### src/rtl/aes_prng_ctrl_pkg.sv
// Shared types and constants for the AES/PRNG controller.
package aes_prng_ctrl_pkg;

  // Default seed width of the PRNG attached to the controller.
  localparam int unsigned SEED_W_DEFAULT = 80;

  // Controller states: no seed, reseed pulse, reseed in progress, idle, encrypting.
  typedef enum logic [2:0] {
    ST_NOSEED = 3'd0,
    ST_START  = 3'd1,
    ST_WAIT   = 3'd2,
    ST_READY  = 3'd3,
    ST_RUN    = 3'd4
  } state_e;

endpackage

### src/rtl/aes_prng_ctrl.sv
// Sequences seeding of the PRNG and gates host encryption requests into the
// masked AES core, forcing a reseed after RESEED_PERIOD encryptions.
module aes_prng_ctrl
  import aes_prng_ctrl_pkg::*;
#(
  parameter int unsigned RESEED_PERIOD = 1024,
  parameter int unsigned SEED_W        = SEED_W_DEFAULT
) (
  input  logic              clk,
  input  logic              nrst,
  input  logic [SEED_W-1:0] seed_in,
  input  logic              seed_valid,
  output logic              seed_ready,
  input  logic              host_valid,
  output logic              host_ready,
  output logic [SEED_W-1:0] prng_seed,
  output logic              prng_start_reseed,
  input  logic              prng_busy,
  input  logic              prng_out_valid,
  output logic              prng_out_ready,
  output logic              aes_valid_in,
  input  logic              aes_ready,
  input  logic              aes_cipher_valid,
  output logic              need_seed,
  output logic              rnd_error
);

  // A period of 0 disables forced reseeding; keep a 1-bit counter tied at 0.
  localparam bit              PERIOD_EN = (RESEED_PERIOD != 0);
  localparam int unsigned     CNT_W     = PERIOD_EN ? $clog2(RESEED_PERIOD + 1) : 1;
  localparam logic [CNT_W-1:0] CNT_MAX  = CNT_W'(RESEED_PERIOD);

  state_e            state_q, state_d;
  logic [CNT_W-1:0]  cnt_q, cnt_d;
  logic [SEED_W-1:0] seed_q, seed_d;
  logic              rnd_err_q, rnd_err_d;
  logic              wait_first_q, wait_first_d;

  logic seed_hs;
  logic host_hs;
  logic period_done;

  // A seed offer wins over a host request in READY, so the host handshake
  // also requires seed_valid to be low.
  assign seed_hs     = seed_valid & ((state_q == ST_NOSEED) | (state_q == ST_READY));
  assign host_hs     = (state_q == ST_READY) & ~seed_valid & host_valid
                     & aes_ready & prng_out_valid;
  assign period_done = PERIOD_EN & (cnt_q == CNT_MAX);

  // State register plus counter, seed latch and sticky error flag.
  always_ff @(posedge clk) begin
    if (!nrst) begin
      state_q      <= ST_NOSEED;
      cnt_q        <= '0;
      seed_q       <= '0;
      rnd_err_q    <= 1'b0;
      wait_first_q <= 1'b0;
    end else begin
      // NOTE: every register in a clocked block uses <= so all of them see
      // the pre-edge values of each other, independent of statement order.
      state_q      <= state_d;
      cnt_q        <= cnt_d;
      seed_q       <= seed_d;
      rnd_err_q    <= rnd_err_d;
      wait_first_q <= wait_first_d;
    end
  end

  // Next-state and datapath update logic.
  always_comb begin
    // NOTE: each variable gets a default before the case so no path leaves
    // it unassigned; a missing default here would infer a latch.
    state_d      = state_q;
    cnt_d        = cnt_q;
    seed_d       = seed_q;
    wait_first_d = 1'b0;
    // An underrun anywhere in RUN is remembered until reset; the FSM carries on.
    rnd_err_d    = rnd_err_q | ((state_q == ST_RUN) & ~prng_out_valid);

    unique case (state_q)
      ST_NOSEED: begin
        if (seed_hs) begin
          seed_d  = seed_in;
          state_d = ST_START;
        end
      end
      ST_START: begin
        state_d      = ST_WAIT;
        wait_first_d = 1'b1;
      end
      ST_WAIT: begin
        // PRNG status on the first WAIT cycle is stale (the reseed pulse has
        // not been seen yet), so it is ignored.
        if (!wait_first_q && !prng_busy && prng_out_valid) begin
          state_d = ST_READY;
        end
      end
      ST_READY: begin
        if (seed_hs) begin
          seed_d  = seed_in;
          state_d = ST_START;
        end else if (host_hs) begin
          state_d = ST_RUN;
          if (PERIOD_EN && (cnt_q != CNT_MAX)) begin
            cnt_d = cnt_q + CNT_W'(1);
          end
        end
      end
      ST_RUN: begin
        if (aes_cipher_valid) begin
          if (period_done) begin
            state_d = ST_NOSEED;
            cnt_d   = '0;
          end else begin
            state_d = ST_READY;
          end
        end
      end
      default: state_d = ST_NOSEED;
    endcase
  end

  // Output decode; everything except need_seed is forced low while in reset.
  always_comb begin
    seed_ready        = 1'b0;
    host_ready        = 1'b0;
    aes_valid_in      = 1'b0;
    prng_start_reseed = 1'b0;
    prng_out_ready    = 1'b0;
    need_seed         = 1'b0;

    if (!nrst) begin
      need_seed = 1'b1;
    end else begin
      unique case (state_q)
        ST_NOSEED: begin
          seed_ready = 1'b1;
          need_seed  = 1'b1;
        end
        ST_START: prng_start_reseed = 1'b1;
        ST_WAIT:  ;
        ST_READY: begin
          seed_ready     = 1'b1;
          host_ready     = ~seed_valid & aes_ready & prng_out_valid;
          aes_valid_in   = ~seed_valid & host_valid & prng_out_valid;
          prng_out_ready = host_hs;
        end
        ST_RUN:   prng_out_ready = 1'b1;
        default:  ;
      endcase
    end
  end

  assign prng_seed = nrst ? seed_q : '0;
  assign rnd_error = nrst & rnd_err_q;

endmodule

### config.mk
export PLATFORM = sky130hd
export DESIGN_NAME = aes_prng_ctrl
export DESIGN_NICKNAME = d
export VERILOG_FILES = /design/src/rtl/aes_prng_ctrl_pkg.sv /design/src/rtl/aes_prng_ctrl.sv
export SDC_FILE = /design/constraint.sdc
export NUM_CORES = 1
export LEC_CHECK = 0
export ABC_AREA = 1
export CORE_UTILIZATION = 40
export CTS_CLUSTER_DIAMETER = 50
export CTS_CLUSTER_SIZE = 16
export DETAILED_ROUTE_END_ITERATION = 12
export PLACE_DENSITY = 0.75
export SLEW_MARGIN = 40
export SYNTH_ARGS = -nofsm -noshare
export SYNTH_HDL_FRONTEND = slang
export SYNTH_SLANG_ARGS = --single-unit
### constraint.sdc
create_clock -name clk -period 1.6 [get_ports clk]
set_clock_uncertainty 0.1 [all_clocks]
set_input_delay 0.24 -clock clk [delete_from_list [all_inputs] [get_ports clk]]
set_output_delay 0.24 -clock clk [all_outputs]
set_load 0.03 [all_outputs]
==> results.sh, run 1 <==
export IMPL_status="finished, violations left"
export IMPL_violations="negative setup slack"
export IMPL_nNetsFinal=1020
export IMPL_initial_utilization=0.416
export IMPL_die_width_um=109
export IMPL_cts_sinks=96
export IMPL_hp_class="primary input to flop"
export IMPL_rows=38
export IMPL_synth_nets=786
export IMPL_synth_area_um2=4540
export IMPL_clk_pin_slew_ns=0.07
export IMPL_cts_tree="done"
export IMPL_layout_drive_gt1_share=0.389
export IMPL_place_congestion=0.822
export IMPL_grt_overflow=0
export IMPL_worst_setup_path_end_kind="primary output"
export IMPL_crit_path_top_delay_cell="dfxtp_4"
export IMPL_grt_usage=0.224
export IMPL_area_delta_synth_final_pct=81.3
export IMPL_first_pass_iters=5
export IMPL_die_h_um=109
export IMPL_cp_slowest_stage_delay_ns=0.39
export IMPL_final_min_period_over_clock_period=1.18
export IMPL_clk_latency_ns=0.34
export IMPL_yosysUniqueCellTypes=30
export IMPL_syn_inst=696
export IMPL_core_area_um2=10900
export IMPL_worst_pin_slew_ns=0.418
export IMPL_ir_drop_v=0.000754
export IMPL_ioPinCount=175
export IMPL_ctsRootBufferMaster="clkbuf_16"
export IMPL_synth_top_area_frac=0.423
export IMPL_max_clock_freq_mhz=531
export IMPL_portBuffers=174
export IMPL_dp_hpwl_um=8980
export IMPL_drc_errors=0
export IMPL_yosysWarnings=0
export IMPL_rsz0062_at_grt="true"
export IMPL_worstPathArrival_ns=1.54
export IMPL_vias_per_cell=5.03
export IMPL_fin_ws_ns=-0.283
export IMPL_antenna_found_initial=0
export IMPL_clock_path_buffers=2
export IMPL_yosys_top_cells_area="dfxtp_1, nor2_1, nand2_1"
export IMPL_syn_area_per_cell_um2=6.53
export IMPL_grt_pass1_wl_um=20900
export IMPL_vias=5411
export IMPL_place_ws_ns=-0.234
export IMPL_first_global_vias=4698
export IMPL_startpoint_type="flop"
export IMPL_fin_crit_ns=1.88
export IMPL_setup_violations_final=96
export IMPL_drtAntennaViolNets=0
export IMPL_ys_ff_latch=96
export IMPL_antennaDiodeCount=0
export IMPL_ff2ff_setup_slack_ns=-0.23
export IMPL_htreeDepth=3
export IMPL_crit_required_ns=1.26
export IMPL_postRouteWirelength_um=17000
export IMPL_numCtsBuffers=9
export IMPL_design_area_um2=8240
export IMPL_hold_ws_ns=0.285
export IMPL_n_fill_cell=716
export IMPL_synth_seq_area_share=0.423
export IMPL_power_density_nw_per_um2=1260
export IMPL_wire_per_inst_um=15.8
export IMPL_dieArea_um2=11800
export IMPL_drt_initial_drc_count=272
export IMPL_place_area_um2=6510
export IMPL_yosysTopAreaCell="dfxtp_1"
export IMPL_maxSlewViolCount=0
export IMPL_grt_max_degree=100
export IMPL_worst_path_max_fanout=4
export IMPL_p_leak_nw=4.12
export IMPL_crit_type="flop to primary output"
export IMPL_drv_cap=0
export IMPL_path_cells="inv_4 > nor3_4 > nand2_1 > inv_1 > nand4_1 > a21oi_2 > buf_6"
export IMPL_final_hold_violation_count=0
export IMPL_slew_headroom=0.721
metal layers:
layer  vias up  GRT usage  part of all wire
li1       2597          -                 -
met1      2576      0.262              0.40
met3        45     0.0597             0.060
met4         0     0.0618             0.032
met5         -          0                 0
met2       193      0.399              0.51
worst max-delay path, delay by kind of cell (launching register included):
family / cells / cell delay, ns
DFF: 1 / 0.39
and+or+nand+nor: 3 / 0.39
buffers and inverters: 3 / 0.27
AOI/OAI and AO/OA: 1 / 0.16
layout by cell type (no fill, tap or decap), types with 5 or more instances in the layout:
cell,instances
a21oi_1,6
a21oi_2,9
buf_12,13
buf_4,131
buf_6,9
buf_8,5
clkbuf_16,21
clkdlybuf4s50_1,86
dfxtp_1,92
inv_1,96
inv_2,5
nand2_1,112
nand2_2,12
nand2_4,5
nand3_1,11
nand4_1,7
nor2_1,110
nor2_2,40
nor2_4,40
o21ai_0,12
o21ai_1,31
o21ai_2,39
synthesized netlist by cell type:
| library cell | count |
|---|---|
| a21oi_1 | 12 |
| a21oi_2 | 4 |
| a21oi_4 | 1 |
| a31oi_1 | 1 |
| and3_1 | 1 |
| buf_2 | 4 |
| buf_6 | 10 |
| clkbuf_1 | 24 |
| dfxtp_1 | 96 |
| ha_1 | 2 |
| inv_1 | 98 |
| inv_2 | 7 |
| inv_4 | 2 |
| nand2_1 | 127 |
| nand2_2 | 2 |
| nand2_4 | 2 |
| nand3_1 | 12 |
| nand3_4 | 1 |
| nand4_1 | 7 |
| nor2_1 | 190 |
| nor3_1 | 3 |
| nor3_2 | 1 |
| nor3_4 | 1 |
| nor3b_1 | 2 |
| o21ai_0 | 46 |
| o21ai_1 | 36 |
| o21ai_2 | 1 |
| o31ai_1 | 1 |
| or2_0 | 1 |
| xnor2_1 | 1 |
cells by family (layout without fill, tap and decap cells):
family                   after synthesis  in the layout  synth area share
AO/OA/AOI/OAI                        102            102             0.120
flip-flops                            96             96             0.423
AND/OR/NAND/NOR                      350            352             0.311
adder cells (fa/ha/maj)                2              2           0.00551
buffers and inverters                145            382             0.138
XOR/XNOR                               1              1           0.00193
state kept, by name, indices dropped and copies added (netlist names):
| name | flops |
|---|---|
| state_q | 3 |
| rnd_err_q | 1 |
| cnt_q | 11 |
| seed_q | 80 |
| wait_first_q | 1 |
through the flow:
stage / std cells / util / TNS [ns] / power [mW]
4_1_cts: 1049 / 0.646 / -5.13 / 8.57
3_5_place_dp: 1018 / 0.596 / -9.50 / 6.03
6_report: 1075 / 0.753 / -16.36 / 10.4
5_1_grt: 1075 / 0.753 / -21.95 / 10.8
3_3_place_gp: 1018 / 0.596 / -6.85 / 5.94
2_1_floorplan: 696 / - / -0.0387 / 4.97
path summary, 6_finish.rpt:
kind	start	end	cells after the start
worst max-delay path	state_q[1]	prng_out_ready	7
worst min-delay path	nrst	seed_q[16]	4
worst max register to register	state_q[1]	cnt_q[2]	12
worst min register to register	rnd_err_q	rnd_err_q	2
layout make-up:
type	count	area [µm²]	share of cell area
clock buffers	10	229	0.0278
clock inverters	6	83.8	0.0102
inverters	107	432	0.0524
multi-input cells	457	2730	0.332
flip-flops and latches	96	1930	0.235
well taps	140	175	0.0213
repair buffers	258	2640	0.320
repair inverters	1	16.3	0.00197
where the power goes:
part / switching (mW) / internal (mW) / leakage [nW] / total, mW
Combinational: 2.56 / 2.26 / 3.17 / 4.82
Sequential: 0.403 / 2.86 / 0.795 / 3.26
Clock: 0.907 / 1.36 / 0.156 / 2.27
Total: 3.87 / 6.48 / 4.12 / 10.4
repair_timing:
item | in CTS | in global routing
pin swaps | 12 | 71
hold buffers | 0 | 0
resized for setup | 30 | 229
buffers inserted | 13 | 14
cloned | 2 | 18
setup endpoints to repair | 96 | 98
No activity file was read; power rests on OpenSTA's default activity.
==> run 2, diff against run 1 <==
--- a/config.mk
+++ b/config.mk
@@ -6,11 +6,11 @@
 export NUM_CORES = 1
 export LEC_CHECK = 0
 export ABC_AREA = 1
-export CORE_UTILIZATION = 40
+export CORE_UTILIZATION = 48
 export CTS_CLUSTER_DIAMETER = 50
 export CTS_CLUSTER_SIZE = 16
 export DETAILED_ROUTE_END_ITERATION = 12
-export PLACE_DENSITY = 0.75
+export PLACE_DENSITY = 0.85
 export SLEW_MARGIN = 40
 export SYNTH_ARGS = -nofsm -noshare
 export SYNTH_HDL_FRONTEND = slang
==> constraint.sdc (replaced) <==
create_clock -name clk -period 2.2 [get_ports clk]
set_clock_uncertainty 0.1 [all_clocks]
set_input_delay 0.33 -clock clk [delete_from_list [all_inputs] [get_ports clk]]
set_output_delay 0.33 -clock clk [all_outputs]
set_load 0.03 [all_outputs]
==> run 2 against run 1 <==
Effect of this change:
- the run now ends clean
- utilization down 5.1 points
- wire length fell by 33%
- flip-flop and latch count did not move
- critical path type unchanged
- global-route usage increased by 0.93 points
- final cell count fell by 9.4%
- critical path depth unchanged
- die area is 16% lower
==> results.sh, run 2 (synthesized netlist as in run 1, its figures left out) <==
export IMPL_worst_pin_slew_ns=0.526
export IMPL_worstPathArrival_ns=1.64
export IMPL_worst_setup_path_end_kind="primary output"
export IMPL_die_h_um=99.3
export IMPL_fin_util=0.702
export IMPL_ioPinCount=175
export IMPL_largestRegisters="seed_q (80), cnt_q (11), state_q (3)"
export IMPL_grt_max_degree=57
export IMPL_n_fill_cell=741
export IMPL_slew_headroom=0.649
export IMPL_final_hold_violation_count=0
export IMPL_max_clock_freq_mhz=482
export IMPL_drc_errors=0
export IMPL_holdPathStages=3
export IMPL_clock_path_buffers=2
export IMPL_place_congestion=0.898
export IMPL_ir_drop_v=0.000455
export IMPL_grt_overflow=0
export IMPL_grt_usage=0.233
export IMPL_first_global_vias=4315
export IMPL_grt_pass1_wl_um=18900
export IMPL_final_min_period_over_clock_period=0.942
export IMPL_largest_register="seed_q"
export IMPL_dieArea_um2=9860
export IMPL_crit_required_ns=1.77
export IMPL_postRouteWirelength_um=11500
export IMPL_critical_path_top_delay_family="simple AND/OR/NAND/NOR gates"
export IMPL_core_area_um2=9200
export IMPL_rows=35
export IMPL_cts_tree="done"
export IMPL_worst_path_max_fanout=5
export IMPL_drv_cap=0
export IMPL_cts_sinks=96
export IMPL_seq_area_um2=1930
export IMPL_cp_slowest_stage_delay_ns=0.39
export IMPL_fin_crit_ns=2.07
export IMPL_status="complete, no violations"
export IMPL_ff2ff_setup_slack_ns=0.33
export IMPL_vias_per_cell=4.73
export IMPL_ctsRootBufferMaster="clkbuf_8"
export IMPL_initial_utilization=0.494
export IMPL_final_cell_mix="nor2_1, nand2_1, clkdlybuf4s50_1"
export IMPL_maxSlewViolCount=0
export IMPL_first_pass_iters=4
export IMPL_area_delta_synth_final_pct=42.2
export IMPL_hp_class="primary input to flop"
export IMPL_startpoint_type="flop"
export IMPL_setup_violations_final=0
export IMPL_fin_ws_ns=0.127
export IMPL_hold_start="nrst"
export IMPL_antennaDiodeCount=0
export IMPL_multi_input_area_um2=2000
export IMPL_reg2regPathDepth=9
export IMPL_portBuffers=174
export IMPL_vias=4608
export IMPL_largest_register_ffs=80
export IMPL_numCtsBuffers=9
export IMPL_drt_initial_drc_count=138
export IMPL_dp_hpwl_um=8640
export IMPL_place_ws_ns=0.181
export IMPL_finalPower_mw=5.36
export IMPL_rr_endpoint="cnt_q[7]"
export IMPL_die_width_um=99.3
export IMPL_critPathBufInv=3
export IMPL_nNetsFinal=949
export IMPL_power_density_nw_per_um2=830
export IMPL_layout_drive_gt1_share=0.122
export IMPL_path_cells="inv_2 > nor3_4 > nand2_1 > inv_1 > nand4_1 > a21oi_2 > buf_4"
export IMPL_clk_pin_slew_ns=0.09
export IMPL_wire_per_inst_um=11.8
export IMPL_crit_path_top_delay_cell="dfxtp_4"
export IMPL_p_leak_nw=3.32
export IMPL_drtAntennaViolNets=0
export IMPL_crit_type="flop to primary output"
export IMPL_postCtsHoldBufs=0
export IMPL_clk_latency_ns=0.34
export IMPL_final_common_cell="nor2_1"
export IMPL_r2r_start="cnt_q[0]"
export IMPL_hold_path_endpoint="seed_q[2]"
export IMPL_antenna_found_initial=0
export IMPL_htreeDepth=3
-- run 2: cell count changes in the layout (fill, tap and decap cells not counted), sizes merged --
cell / previous run / this run
dlygate4sd2: 0 / 1
clkinvlp: 0 / 2
buf: 160 / 66
inv: 106 / 107
nand2: 133 / 131
clkbuf: 22 / 10
clkdlybuf4s50: 86 / 123
bufinv: 2 / 1
clkinv: 6 / 2
-- run 2: report_power, final --
part / internal [mW] / switching [mW]
clock network: 0.521 / 0.594
registers: 2.07 / 0.188
logic: 0.797 / 1.19
total: 3.39 / 1.97
-- run 2: routing by layer --
layer,wire length (µm),share of wire,global-route usage,up-vias
li1,-,-,-,2422
met2,5640,0.49,0.411,153
met5,0,0,0,-
met3,730,0.064,0.0506,18
met4,184,0.016,0.0769,0
met1,4900,0.43,0.281,2015
-- run 2: layout make-up --
class,instances,share of cell area
clock buffer,10,0.0198
sequential,96,0.298
multi-input combinational,455,0.310
inverter,107,0.0629
tap,111,0.0215
clock inverter,5,0.00910
timing repair buffer,190,0.278
-- run 2: what timing repair did --
| action | in CTS | in global routing |
|---|---|---|
| gates resized for setup | 1 | 5 |
| cloned | 0 | 0 |
| setup buffers | 0 | 1 |
| pin swaps | 0 | 1 |
| setup endpoints to repair | 1 | 1 |
-- run 2: worst max path at each step --
| stage | from | to | slack, ns | cells past startpoint |
|---|---|---|---|---|
| floorplan | nrst | aes_valid_in | 0.32 | 4 |
| global placement | seed_valid | cnt_q[7] | 0.24 | 7 |
| detailed placement | seed_valid | cnt_q[7] | 0.18 | 7 |
| CTS | state_q[2] | prng_out_ready | 0.04 | 5 |
| global route | state_q[1] | prng_out_ready | -0.005 | 7 |
| finish | state_q[1] | prng_out_ready | 0.13 | 7 |
-- run 2: stage by stage --
step | instance area, µm² | std cells | hold WS, ns | TNS (ns)
2_1_floorplan | 4540 | 696 | 0.324 | 0
5_1_grt | 6460 | 974 | 0.251 | -0.00530
3_5_place_dp | 6250 | 958 | 0.355 | 0
3_3_place_gp | 6250 | 958 | 0.347 | 0
4_1_cts | 6440 | 973 | 0.224 | 0
6_report | 6460 | 974 | 0.240 | 0
-- run 2: worst min-delay path, delay by kind of cell --
family	cells	cell delay (ns)
AO/OA/AOI/OAI	1	0.09
buffers and inverters	1	0.18
AND/OR/NAND/NOR	1	0.04
==> run 3, diff against run 2 <==
--- a/config.mk
+++ b/config.mk
@@ -11,6 +11,7 @@
 export CTS_CLUSTER_SIZE = 16
 export DETAILED_ROUTE_END_ITERATION = 12
 export PLACE_DENSITY = 0.85
+export REMOVE_ABC_BUFFERS = 1
 export SLEW_MARGIN = 40
 export SYNTH_ARGS = -nofsm -noshare
 export SYNTH_HDL_FRONTEND = slang
==> run 3 against run 2 <==
Effect of this change:
- worst hold slack gained 0.016 ns
- largest power group unchanged
- maximum frequency shrank 1.2%
- first-iteration DRC count grew 30%
- largest cell class unchanged
- critical path depth shrank 1
- global-route usage grew 1.6 points
- final area grew 0.23%
- clock-buffer cell count grew 2
==> results.sh, run 3 (synthesized netlist as in run 1, its figures left out) <==
export IMPL_largest_register_ffs=80
export IMPL_crit_required_ns=1.77
export IMPL_drt_initial_drc_count=179
export IMPL_largestRegisters="seed_q (80), cnt_q (11), state_q (3)"
export IMPL_clk_latency_ns=0.36
export IMPL_dieArea_um2=9860
export IMPL_status="complete, no violations"
export IMPL_final_cell_mix="nor2_1, nand2_1, clkdlybuf4s50_1"
export IMPL_finalPower_mw=5.33
export IMPL_wire_per_inst_um=12.3
export IMPL_rsz0062_at_grt="false"
export IMPL_nNetsFinal=952
export IMPL_slew_headroom=0.716
export IMPL_vias=4753
export IMPL_worst_setup_path_end_kind="primary output"
export IMPL_clk_pin_slew_ns=0.09
export IMPL_drv_cap=0
export IMPL_maxSlewViolCount=0
export IMPL_antenna_found_initial=0
export IMPL_max_clock_freq_mhz=476
export IMPL_drc_errors=0
export IMPL_crit_type="flop to primary output"
export IMPL_cts_sinks=96
export IMPL_first_global_vias=4490
export IMPL_fin_setup_tns_ns=0
export IMPL_cts_tree="done"
export IMPL_ir_drop_v=0.000450
export IMPL_hp_class="primary input to flop"
export IMPL_p_leak_nw=3.35
export IMPL_grt_pass1_wl_um=19700
export IMPL_dp_hpwl_um=9100
export IMPL_core_area_um2=9200
export IMPL_postRouteWirelength_um=12100
export IMPL_final_hold_violation_count=0
export IMPL_startpoint_type="flop"
export IMPL_final_common_cell="nor2_1"
export IMPL_place_congestion=0.874
export IMPL_grt_usage=0.249
export IMPL_clock_path_buffers=2
export IMPL_antennaDiodeCount=0
export IMPL_drtAntennaViolNets=0
export IMPL_layout_drive_gt1_share=0.127
export IMPL_ioPinCount=175
export IMPL_fin_crit_ns=2.10
export IMPL_grt_max_degree=57
export IMPL_first_pass_iters=4
export IMPL_portBuffers=174
export IMPL_power_density_nw_per_um2=824
export IMPL_numCtsBuffers=9
export IMPL_vias_per_cell=4.86
export IMPL_die_width_um=99.3
export IMPL_grt_overflow=0
export IMPL_setup_violations_final=0
export IMPL_worst_pin_slew_ns=0.423
export IMPL_area_delta_synth_final_pct=42.5
export IMPL_ctsRootBufferMaster="clkbuf_8"
export IMPL_worst_path_max_fanout=10
export IMPL_postCtsHoldBufs=0
export IMPL_largest_register="seed_q"
export IMPL_final_min_period_over_clock_period=0.954
export IMPL_rows=35
export IMPL_die_h_um=99.3
export IMPL_htreeDepth=3
export IMPL_worstPathArrival_ns=1.67
export IMPL_initial_utilization=0.494
run 3: changes by cell type in the layout (fill, tap and decap cells not counted), sizes merged:
| cell | previous run | this run |
|---|---|---|
| bufinv | 1 | 0 |
| buf | 66 | 72 |
| clkdlybuf4s50 | 123 | 120 |
| clkinv | 2 | 1 |
| clkbuf | 10 | 12 |
| inv | 107 | 108 |
run 3: worst paths after layout:
| kind | startpoint | endpoint | slack [ns] | cells past startpoint |
|---|---|---|---|---|
| max reg2reg | cnt_q[0] | cnt_q[10] | 0.31 | 9 |
| min reg2reg | rnd_err_q | rnd_err_q | 0.37 | 2 |
| max | state_q[2] | prng_out_ready | 0.10 | 6 |
| min | nrst | seed_q[71] | 0.26 | 3 |
run 3: critical path, cell delays in order (launching register included):
cell and delay [ns]:
dfxtp_1 0.41, inv_2 0.08, nor3_2 0.15, buf_4 0.24, inv_4 0.09, a21oi_1 0.16, buf_4 0.18
run 3: repair_timing:
item,in CTS,in global routing
gates resized for setup,1,2
endpoints found under the setup margin,1,2
pin swaps,0,1
buffers inserted,0,1
run 3: through the flow:
step | setup slack [ns] | util | hold slack [ns] | instances | cell area, µm²
2_1_floorplan | 0.144 | - | 0.323 | 658 | 4320
3_3_place_gp | 0.232 | 0.684 | 0.339 | 961 | 6290
3_5_place_dp | 0.186 | 0.684 | 0.358 | 961 | 6290
4_1_cts | 0.0632 | 0.703 | 0.242 | 977 | 6460
5_1_grt | 0.0109 | 0.704 | 0.253 | 978 | 6470
6_report | 0.101 | 0.704 | 0.256 | 978 | 6470
run 3: power breakdown:
part           internal (mW)  leakage, nW  switching [mW]  total, mW
combinational          0.810         2.47            1.20       2.01
clock                  0.446       0.0830           0.620       1.07
sequential              2.07        0.793           0.189       2.26
total                   3.33         3.35            2.01       5.33
run 3: routing by layer:
| layer | track usage | vias up | routed length (µm) |
|---|---|---|---|
| li1 | - | 2431 | - |
| met1 | 0.282 | 2136 | 5010 |
| met2 | 0.436 | 160 | 5950 |
| met3 | 0.0675 | 26 | 782 |
| met4 | 0.113 | 0 | 329 |
| met5 | 0 | - | 0 |
run 3: area by class of cell:
class                      instances  area, µm²
inverter                         107        407
fill                             768       2720
tap                              111        139
sequential                        96       1920
clock inverter                     4       28.8
timing repair buffer             193       1840
multi-input combinational        455       1990
clock buffer                      12        145
